File: src/rtl/mem_access_unit.sv
// Storage stage of the memory project: accepts one read/write command per handshake,
// spends LAT cycles in ACCESS, then reports completion with a one-cycle done pulse.
module mem_access_unit #(
  parameter int ADDR_W = 4,
  parameter int DATA_W = 8,
  parameter int DEPTH  = 12,
  parameter int LAT    = 2
) (
  input  logic              clk,
  input  logic              rst,
  input  logic              valid,
  input  logic              rw,
  input  logic [ADDR_W-1:0] addr,
  input  logic [DATA_W-1:0] wdata,
  output logic [DATA_W-1:0] rdata,
  output logic              done,
  output logic              busy,
  output logic              err
);

  localparam int CNT_W = (LAT > 1) ? $clog2(LAT) : 1;
  localparam logic [CNT_W-1:0] CNT_INIT = CNT_W'(LAT - 1);
  localparam logic [CNT_W-1:0] CNT_ONE  = CNT_W'(1);
  localparam logic [ADDR_W:0]  DEPTH_LIM = (ADDR_W + 1)'(DEPTH);

  localparam logic [1:0] S_IDLE   = 2'd0;
  localparam logic [1:0] S_ACCESS = 2'd1;
  localparam logic [1:0] S_DONE   = 2'd2;

  logic [1:0]        state;
  logic [CNT_W-1:0]  cnt;
  logic              lat_rw;
  logic [ADDR_W-1:0] lat_addr;
  logic [DATA_W-1:0] lat_wdata;
  logic [DATA_W-1:0] mem [0:DEPTH-1];
  logic              in_range;

  // Extra MSB keeps the compare exact even when DEPTH equals 2^ADDR_W
  assign in_range = ({1'b0, lat_addr} < DEPTH_LIM);

  always_ff @(posedge clk or posedge rst) begin
    if (rst) begin
      state     <= S_IDLE;
      cnt       <= '0;
      lat_rw    <= 1'b0;
      lat_addr  <= '0;
      lat_wdata <= '0;
      rdata     <= '0;
      done      <= 1'b0;
      busy      <= 1'b0;
      err       <= 1'b0;
      for (int i = 0; i < DEPTH; i++) begin
        mem[i] <= '0;
      end
    end else begin
      case (state)
        S_IDLE: begin
          if (valid) begin
            lat_rw    <= rw;
            lat_addr  <= addr;
            lat_wdata <= wdata;
            cnt       <= CNT_INIT;
            busy      <= 1'b1;
            state     <= S_ACCESS;
          end
        end
        S_ACCESS: begin
          if (cnt != '0) begin
            cnt <= cnt - CNT_ONE;
          end else begin
            done  <= 1'b1;
            state <= S_DONE;
            // Out-of-range commands leave both the array and rdata untouched
            if (in_range) begin
              err <= 1'b0;
              if (lat_rw) begin
                mem[lat_addr] <= lat_wdata;
              end else begin
                rdata <= mem[lat_addr];
              end
            end else begin
              err <= 1'b1;
            end
          end
        end
        S_DONE: begin
          done  <= 1'b0;
          err   <= 1'b0;
          busy  <= 1'b0;
          state <= S_IDLE;
        end
        default: begin
          state <= S_IDLE;
        end
      endcase
    end
  end

endmodule

File: config.mk
export PLATFORM = sky130hd
export DESIGN_NAME = mem_access_unit
export DESIGN_NICKNAME = d
export VERILOG_FILES = /design/src/rtl/mem_access_unit.sv
export SDC_FILE = /design/constraint.sdc
export NUM_CORES = 1
export LEC_CHECK = 0
export CORE_ASPECT_RATIO = 1.2
export CORE_MARGIN = 2
export CORE_UTILIZATION = 60
export CTS_CLUSTER_SIZE = 8
export DETAILED_ROUTE_END_ITERATION = 10
export GPL_TIMING_DRIVEN = 0
export PLACE_DENSITY = 0.88
export SYNTH_ARGS = -nofsm -noshare
export SYNTH_HDL_FRONTEND = slang
export SYNTH_SLANG_ARGS = --single-unit
File: constraint.sdc
create_clock -name clk -period 9.72 [get_ports clk]
set_clock_uncertainty 0.15 [all_clocks]
set_input_delay 1.944 -clock clk [delete_from_list [all_inputs] [get_ports clk]]
set_output_delay 1.944 -clock clk [all_outputs]
set_load 0.005 [all_outputs]
==> results.sh, run 1 <==
export IMPL_die_h_um=109.9
export IMPL_layout_common_cells="dfrtp_1 (123), mux2_2 (104), clkdlybuf4s50_1 (26)"
export IMPL_fmax_mhz=285.3
export IMPL_drive_gt1_frac=0.4578
export IMPL_rows=38
export IMPL_slowest_delay_ps=510
export IMPL_register_area_mm2=0.003078
export IMPL_cts_sinks=123
export IMPL_dieArea_mm2=0.01014
export IMPL_cts_made_buffers=17
export IMPL_fillCellCount=537
export IMPL_io_pins=27
export IMPL_r2r_start="state[1]"
export IMPL_ys_seq_area_frac=0.5490
export IMPL_synth_area_mm2=0.005607
export IMPL_regToRegSetupSlack_ps=7520
export IMPL_cellLeakagePower_uw=0.003115
export IMPL_worst_path_buf_inv=1
export IMPL_post_drt_wl_per_cell_um=21.99
export IMPL_min_path_type="flop to flop"
export IMPL_syn_mean_instance_area_um2=15.75
export IMPL_overflow=0
export IMPL_core_area_mm2=0.009081
export IMPL_min_period_ps=3505
export IMPL_crit_path_top_delay_cell="clkdlybuf4s50_1"
export IMPL_cts_htree_levels=4
export IMPL_setup_viol=0
export IMPL_syn_num_nets=372
export IMPL_synthCells=356
export IMPL_holdWs_ps=338.9
export IMPL_synth_cell_types=35
export IMPL_cts_post_setup_buffers_inserted=0
export IMPL_cp_start_kind="flop"
export IMPL_powerDensity_mw_per_mm2=343.0
export IMPL_first_iter_violations=180
export IMPL_postCtsHoldBufs=0
export IMPL_r2r_end="mem[0]"
export IMPL_status="completed"
export IMPL_slew_viol_final=0
export IMPL_cap_violations=0
export IMPL_grt_start_max_net_pins=69
export IMPL_crit_type="flop to output pin"
export IMPL_grt_usage=0.2619
export IMPL_crit_family="buffers and inverters"
export IMPL_ys_ff_latch=123
export IMPL_fin_tns_setup_ps=0
export IMPL_multi_input_area_mm2=0.002282
export IMPL_grt_pass1_wl_um=19080
export IMPL_clkSlewWorstSetupHoldPaths_ps=60
export IMPL_crit_arrival_ps=1410
export IMPL_worstPathMaxFanout=3
export IMPL_hold_start="rdata[4]"
export IMPL_cp_cell_sequence="clkdlybuf4s50_1"
export IMPL_syn_to_final_growth_pct=18.34
export IMPL_yosys_warnings=0
export IMPL_cts_resized=0
export IMPL_clk_latency_ps=520
export IMPL_portBuffers=26
export IMPL_hold_end="rdata[4]"
export IMPL_rsz0062_at_grt="no"
export IMPL_n_antenna_cell=0
export IMPL_hold_viol_final=0
export IMPL_drtPass1Iterations=4
export IMPL_nets=418
export IMPL_end_kind="output pin"
export IMPL_avgViaCountPerCell=6.086
export IMPL_start_util=0.6174
export IMPL_hold_depth=1
export IMPL_grt_pass1_vias=3649
export IMPL_die_x_um=92.25
export IMPL_vias=3256
export IMPL_antenna_found_initial=0
export IMPL_clockRootBuffer="clkbuf_8"
export IMPL_routed_wl_um=11770
export IMPL_cts_tree="done"
export IMPL_antenna_left=0
export IMPL_peakVddDrop_uv=177.8
export IMPL_min_period_over_period=0.3606
export IMPL_drcViolationCount=0
export IMPL_slew_headroom=0.6352
export IMPL_worstPathRequired_ps=7630
export IMPL_dpl_hpwl_um=7813
export IMPL_cts_buffer_depth=2
export IMPL_worstMarginPinSlew_ps=546.6
export IMPL_mostFrequentLayoutCell="dfrtp_1"
export IMPL_reg2reg_depth=4
export IMPL_place_congestion=0.7761
==> metal layers <==
metal,part of all wire,global-route usage
met4,0.041,0.1652
met5,0,0
met2,0.53,0.4533
met1,0.39,0.2950
met3,0.035,0.06100
==> flip-flops by register name, summed over array words and instances, names as in the netlist, 2 cells and up <==
signal     count
lat_wdata      8
state          2
rdata          8
mem           96
lat_addr       4
==> worst max-delay path by stage <==
stage          slack [ps]  depth (start not counted)           end   from
4_1_cts              6200                          1           err    err
3_3_place_gp         2920                          2       mem[47]    rst
5_1_grt              6160                          1           err    err
2_1_floorplan        4360                          1          busy    rst
6_report             6220                          1           err    err
3_5_place_dp         5910                          5  lat_wdata[6]  valid
==> Yosys cell counts (all sizes together) <==
cell | count | share of area
dfrtp | 123 | 0.55
nand2 | 18 | 0.017
a2bb2oi | 1 | 0.0016
clkbuf | 5 | 0.010
o21ai | 2 | 0.0018
nand2b | 2 | 0.0022
o211ai | 8 | 0.011
and2 | 1 | 0.0011
o22ai | 1 | 0.0011
o21a | 8 | 0.011
and3b | 1 | 0.0018
nor4b | 1 | 0.0042
dlygate4sd1 | 8 | 0.012
and2b | 2 | 0.0031
nor2 | 5 | 0.0038
buf | 13 | 0.018
and4b | 1 | 0.0018
nor2b | 3 | 0.0038
mux2i | 9 | 0.016
inv | 4 | 0.0027
nand3 | 2 | 0.0062
mux4 | 24 | 0.096
mux2 | 109 | 0.22
nand4 | 1 | 0.0011
and3 | 1 | 0.0013
a21oi | 3 | 0.0027
==> power by group <==
part	internal, uW	total (uW)	leakage [uW]	switching (uW)
Combinational	435	773	0.00120	338
Clock	408	616	0.000293	208
Sequential	743	887	0.00162	144
Total	1590	2280	0.00311	689
==> cell families after synthesis <==
kind of cell | Yosys count | synth area share
flops | 123 | 0.5490
compound gates | 23 | 0.02857
buf+inv | 30 | 0.04396
simple gates | 38 | 0.04709
mux | 142 | 0.3314
==> cell type report <==
type	instances	area share
Clock buffer	24	0.07090
Inverter	4	0.003017
Multi-Input combinational cell	203	0.3440
Buffer	26	0.03489
Tap cell	120	0.02263
Sequential cell	123	0.4639
Timing Repair Buffer	27	0.04337
Clock inverter	8	0.01735
==> metrics by stage <==
stage | std cells | setup slack (ps) | util | area (um2) | power (uW)
after global placement | 502 | 2916 | 0.6626 | 6017 | 1598
after floorplan | 356 | 4355 | - | 5607 | 1418
final | 535 | 6215 | 0.7306 | 6635 | 2276
after CTS | 535 | 6195 | 0.7306 | 6635 | 2289
after global routing | 535 | 6160 | 0.7306 | 6635 | 2387
after detailed placement | 503 | 5912 | 0.6662 | 6050 | 1661
(Power assumes the default switching activity.)
==> run 2: changes to the inputs <==
--- a/config.mk
+++ b/config.mk
@@ -7,11 +7,11 @@
 export LEC_CHECK = 0
 export CORE_ASPECT_RATIO = 1.2
 export CORE_MARGIN = 2
-export CORE_UTILIZATION = 60
+export CORE_UTILIZATION = 54
 export CTS_CLUSTER_SIZE = 8
 export DETAILED_ROUTE_END_ITERATION = 10
 export GPL_TIMING_DRIVEN = 0
-export PLACE_DENSITY = 0.88
+export PLACE_DENSITY = 0.84
 export SYNTH_ARGS = -nofsm -noshare
 export SYNTH_HDL_FRONTEND = slang
 export SYNTH_SLANG_ARGS = --single-unit
==> constraint.sdc (replaced) <==
create_clock -name clk -period 3.2 [get_ports clk]
set_clock_uncertainty 0.15 [all_clocks]
set_input_delay 0.64 -clock clk [delete_from_list [all_inputs] [get_ports clk]]
set_output_delay 0.64 -clock clk [all_outputs]
set_load 0.005 [all_outputs]
==> run 2 against run 1 <==
  * Combinational power grew to 3.0 times the previous value
  * Count of clock-buffer cells in the layout stayed put
  * Core utilization fell by 6.8 points
  * Clock power grew to 3.0 times the previous value
  * Critical path depth up 3
  * Non-clock buffer count rose by 2
  * Via count is 0.77% lower
  * Hold slack lost 3.5 ps
  * Critical endpoint is now mem[6]
  * Largest power group unchanged
  * First-iteration DRC count fell by 48%
  * Routed wire length down 0.66%
==> results.sh, run 2 (synthesis gave the netlist of run 1 again) <==
export IMPL_dieArea_mm2=0.01122
export IMPL_hold_end="mem[17]"
export IMPL_fillCellCount=670
export IMPL_cts_tree="done"
export IMPL_p_total_uw=6896
export IMPL_rsz0062_at_grt="no"
export IMPL_antenna_found_initial=0
export IMPL_overflow=0
export IMPL_crit_type="flop to flop"
export IMPL_cap_violations=0
export IMPL_clk_latency_ps=410
export IMPL_combPwrFrac=0.338
export IMPL_min_period_ps=2222
export IMPL_nets=420
export IMPL_postCtsHoldBufs=0
export IMPL_cts_resized=0
export IMPL_io_pins=27
export IMPL_min_path_type="flop to flop"
export IMPL_p_seq_frac=0.390
export IMPL_setup_viol=0
export IMPL_syn_to_final_growth_pct=18.97
export IMPL_cts_made_buffers=17
export IMPL_place_congestion=0.7831
export IMPL_crit_arrival_ps=2360
export IMPL_clockRootBuffer="clkbuf_16"
export IMPL_regToRegSetupSlack_ps=980
export IMPL_hold_viol_final=0
export IMPL_drtPass1Iterations=4
export IMPL_drcViolationCount=0
export IMPL_worstPathRequired_ps=3340
export IMPL_largest_reg_flops=96
export IMPL_portBuffers=26
export IMPL_cts_post_setup_buffers_inserted=0
export IMPL_end_kind="flop"
export IMPL_dpl_hpwl_um=7714
export IMPL_cp_start_kind="flop"
export IMPL_die_x_um=97.02
export IMPL_drive_gt1_frac=0.4628
export IMPL_pwr_share_clk=0.271
export IMPL_worstMarginPinSlew_ps=561.6
export IMPL_slew_headroom=0.6252
export IMPL_slew_viol_final=0
export IMPL_power_share_switching=0.3038
export IMPL_post_drt_wl_per_cell_um=21.52
export IMPL_worstPathMaxFanout=8
export IMPL_top_register="mem"
export IMPL_cts_sinks=123
export IMPL_largest_registers="mem (96), lat_wdata (8), rdata (8)"
export IMPL_start_util=0.5573
export IMPL_clkSlewWorstSetupHoldPaths_ps=50
export IMPL_first_iter_violations=94
export IMPL_layout_common_cells="dfrtp_1 (123), mux2_2 (104), clkdlybuf4s50_1 (26)"
export IMPL_grt_pass1_vias=3560
export IMPL_cts_htree_levels=4
export IMPL_r2r_end="mem[6]"
export IMPL_cts_buffer_depth=2
export IMPL_routed_wl_um=11690
export IMPL_mostFrequentLayoutCell="dfrtp_1"
export IMPL_status="completed"
export IMPL_reg2reg_depth=4
export IMPL_rows=40
export IMPL_vias=3231
export IMPL_n_antenna_cell=0
export IMPL_hold_start="mem[17]"
export IMPL_antenna_left=0
export IMPL_hold_depth=1
export IMPL_avgViaCountPerCell=5.950
export IMPL_p_sw_uw=2095
export IMPL_die_h_um=115.6
export IMPL_peakVddDrop_uv=441.0
export IMPL_grt_pass1_wl_um=19140
export IMPL_cellLeakagePower_uw=0.003127
export IMPL_grt_usage=0.2282
export IMPL_r2r_start="state[1]"
export IMPL_min_period_over_period=0.6944
export IMPL_internal_power_uw=4801
export IMPL_powerDensity_mw_per_mm2=1034
export IMPL_fmax_mhz=450.0
export IMPL_core_area_mm2=0.01006
export IMPL_grt_start_max_net_pins=40
export IMPL_holdWs_ps=335.4
-- run 2: how the worst max path moves through the flow --
stage | cells after the start | from | to | slack (ps)
2_1_floorplan | 1 | rst | busy | 900
3_3_place_gp | 2 | rst | mem[46] | -100
3_5_place_dp | 5 | valid | lat_wdata[2] | 720
4_1_cts | 4 | state[1] | mem[6] | 1030
5_1_grt | 4 | state[1] | mem[5] | 880
6_report | 4 | state[1] | mem[6] | 980
-- run 2: critical path, cell delays in order (launching register included) --
cell and delay, ps:
dfrtp_1 480, nor2_1 290, nand4_1 250, nor2_2 520
mux2_2 410
-- run 2: cell type report --
cell class	count	area, um2	share of cell area
buffer	26	231.5	0.03470
clock buffer	24	491.7	0.07372
clock inverter	8	90.09	0.01351
inverter	4	18.77	0.002814
multi-input combinational	203	2282	0.3421
sequential	123	3078	0.4615
tap	126	157.7	0.02364
timing repair buffer	29	320.3	0.04802
-- run 2: power by group through the flow --
stage / clock (uW) / combinational [uW] / sequential (uW)
finish: 1870 / 2330 / 2690
global route: 1960 / 2500 / 2780
CTS: 1880 / 2360 / 2690
detailed placement: 0 / 2340 / 2690
global placement: 0 / 2240 / 2620
floorplan: 0 / 1760 / 2550
-- run 2: stage by stage --
stage	worst slack (ps)	TNS (ps)	cells	instance area, um2	util
after floorplan	898.7	0	356	5610	-
after global placement	-98.77	-11050	508	6028	0.5993
after detailed placement	716.1	0	511	6088	0.6052
after CTS	1027	0	543	6670	0.6631
after global routing	882.2	0	543	6670	0.6631
final	978.0	0	543	6670	0.6631
-- run 2: metal layers --
layer	track usage	vias to the layer above	wire length [um]
met5	0	-	0
met4	0.1108	0	352
met3	0.05066	31	405
met2	0.4056	78	6396
met1	0.2651	1710	4533
li1	-	1412	-
==> run 3: changes to the inputs <==
--- a/config.mk
+++ b/config.mk
@@ -7,11 +7,11 @@
 export LEC_CHECK = 0
 export CORE_ASPECT_RATIO = 1.2
 export CORE_MARGIN = 2
-export CORE_UTILIZATION = 54
+export CORE_UTILIZATION = 60
 export CTS_CLUSTER_SIZE = 8
 export DETAILED_ROUTE_END_ITERATION = 10
 export GPL_TIMING_DRIVEN = 0
-export PLACE_DENSITY = 0.84
+export PLACE_DENSITY = 0.88
 export SYNTH_ARGS = -nofsm -noshare
 export SYNTH_HDL_FRONTEND = slang
 export SYNTH_SLANG_ARGS = --single-unit
==> constraint.sdc (replaced) <==
create_clock -name clk -period 2.2 [get_ports clk]
set_clock_uncertainty 0.15 [all_clocks]
set_input_delay 0.44 -clock clk [delete_from_list [all_inputs] [get_ports clk]]
set_output_delay 0.44 -clock clk [all_outputs]
set_load 0.005 [all_outputs]
==> run 3 against run 2 <==
  * Worst setup slack worse by 930 ps
  * Global-route usage rose by 3.9 points
  * Core utilization rose by 6.6 points
  * Combinational power increased by 48%
  * Final cell count fell by 1.7%
==> results.sh, run 3 (synthesis gave the netlist of run 1 again) <==
export IMPL_status="completed"
export IMPL_die_x_um=92.25
export IMPL_nets=418
export IMPL_io_pins=27
export IMPL_drcViolationCount=0
export IMPL_crit_type="flop to flop"
export IMPL_peakVddDrop_uv=711.3
export IMPL_cts_buffer_depth=2
export IMPL_routed_wl_um=11980
export IMPL_largest_registers="mem (96), lat_wdata (8), rdata (8)"
export IMPL_p_total_uw=9999
export IMPL_fmax_mhz=465.3
export IMPL_min_period_over_period=0.9769
export IMPL_largest_reg_flops=96
export IMPL_post_drt_wl_per_cell_um=22.43
export IMPL_r2r_start="lat_addr[2]"
export IMPL_stdcell_count=534
export IMPL_dieArea_mm2=0.01014
export IMPL_vias=3253
export IMPL_antenna_left=0
export IMPL_min_path_type="primary input to asynchronous set/reset pin"
export IMPL_rows=38
export IMPL_cap_violations=0
export IMPL_crit_start="lat_addr[2]"
export IMPL_finalWorstSetupSlack_ps=50.83
export IMPL_end_kind="flop"
export IMPL_drive_gt1_frac=0.4638
export IMPL_slew_headroom=0.3689
export IMPL_core_area_mm2=0.009081
export IMPL_place_inst=504
export IMPL_mostFrequentLayoutCell="dfrtp_1"
export IMPL_antenna_found_initial=0
export IMPL_start_util=0.6174
export IMPL_postCtsHoldBufs=0
export IMPL_cellLeakagePower_uw=0.003100
export IMPL_pre_cts_ws_ps=-61.83
export IMPL_cts_htree_levels=4
export IMPL_crit_arrival_ps=2410
export IMPL_overflow=0
export IMPL_fin_util=0.7294
export IMPL_layout_common_cells="dfrtp_1 (123), mux2_2 (104), clkdlybuf4s50_1 (26)"
export IMPL_grt_start_max_net_pins=46
export IMPL_portBuffers=26
export IMPL_powerDensity_mw_per_mm2=1510
export IMPL_top_register="mem"
export IMPL_worstPathRequired_ps=2460
export IMPL_cts_tree="done"
export IMPL_hold_viol_final=0
export IMPL_first_iter_violations=173
export IMPL_min_period_ps=2149
export IMPL_grt_pass1_vias=3693
export IMPL_worstMarginPinSlew_ps=944.6
export IMPL_clk_latency_ps=520
export IMPL_slew_viol_final=0
export IMPL_cp_start_kind="flop"
export IMPL_clockRootBuffer="clkbuf_8"
export IMPL_drtPass1Iterations=4
export IMPL_cts_sinks=123
export IMPL_place_congestion=0.7401
export IMPL_clkSlewWorstSetupHoldPaths_ps=60
export IMPL_die_h_um=109.9
export IMPL_n_antenna_cell=0
export IMPL_rsz0062_at_grt="yes"
export IMPL_grt_pass1_wl_um=19310
export IMPL_crit_path_top_delay_cell="dfrtp_1"
export IMPL_syn_to_final_growth_pct=18.14
export IMPL_avgViaCountPerCell=6.092
export IMPL_holdWs_ps=316.5
export IMPL_cp_cell_sequence="clkbuf_8, buf_2, mux4_2, mux2i_1, o211ai_1, o21a_1"
export IMPL_dpl_hpwl_um=7751
export IMPL_worstPathMaxFanout=10
export IMPL_setup_viol=0
export IMPL_slowest_delay_ps=420
export IMPL_cts_made_buffers=17
export IMPL_grt_usage=0.2669
==> run 3: through the flow <==
| step | TNS [ps] | cell area [um2] |
|---|---|---|
| finish | 0 | 6624 |
| floorplan | 0 | 5610 |
| global placement | -110790 | 6021 |
| CTS | 0 | 6620 |
| global route | -100.4 | 6624 |
| detailed placement | -469.1 | 6061 |
==> run 3: worst max-delay path: cells and delay by family (launching register included) <==
family	cells	cell delay, ps
AOI/OAI and AO/OA	2	250
DFF	1	420
buffers and inverters	2	530
muxes	2	690
==> run 3: final timing paths <==
path | slack, ps | cells after the start | end
min in group clk | 340 | 1 | rdata[7]
max in group asynchronous | 860 | 3 | mem[88]
min | 320 | 2 | rdata[5]
max reg2reg | 50 | 6 | rdata[4]
max | 50 | 6 | rdata[4]
min reg2reg | 340 | 1 | rdata[7]
==> run 3: final cells by class <==
| class | instances | area (um2) |
|---|---|---|
| buffer | 25 | 232.7 |
| clock buffer | 23 | 466.7 |
| clock inverter | 8 | 92.59 |
| fill | 575 | 2457 |
| inverter | 4 | 18.77 |
| multi-input combinational | 203 | 2285 |
| sequential | 123 | 3078 |
| tap | 120 | 150.1 |
| timing repair buffer | 28 | 300.3 |
==> run 3: routing by layer <==
metal | routed length (um) | share of wire | track usage | vias to the layer above
met4 | 382 | 0.032 | 0.1333 | 0
met1 | 4634 | 0.39 | 0.3036 | 1730
li1 | - | - | - | 1409
met5 | 0 | 0 | 0 | -
met2 | 6517 | 0.54 | 0.4753 | 86
met3 | 441 | 0.037 | 0.06306 | 28
==> run 3: what timing repair did <==
action | in CTS | in global routing
gates resized for setup | 0 | 3
endpoints found under the setup margin | 0 | 27
setup buffers | 0 | 0
==> run 3: where the power goes <==
group          total (uW)  switching (uW)  internal [uW]
combinational        3440            1510           1930
sequential           3920             640           3280
clock                2630             951           1680
total               10000            3100           6900
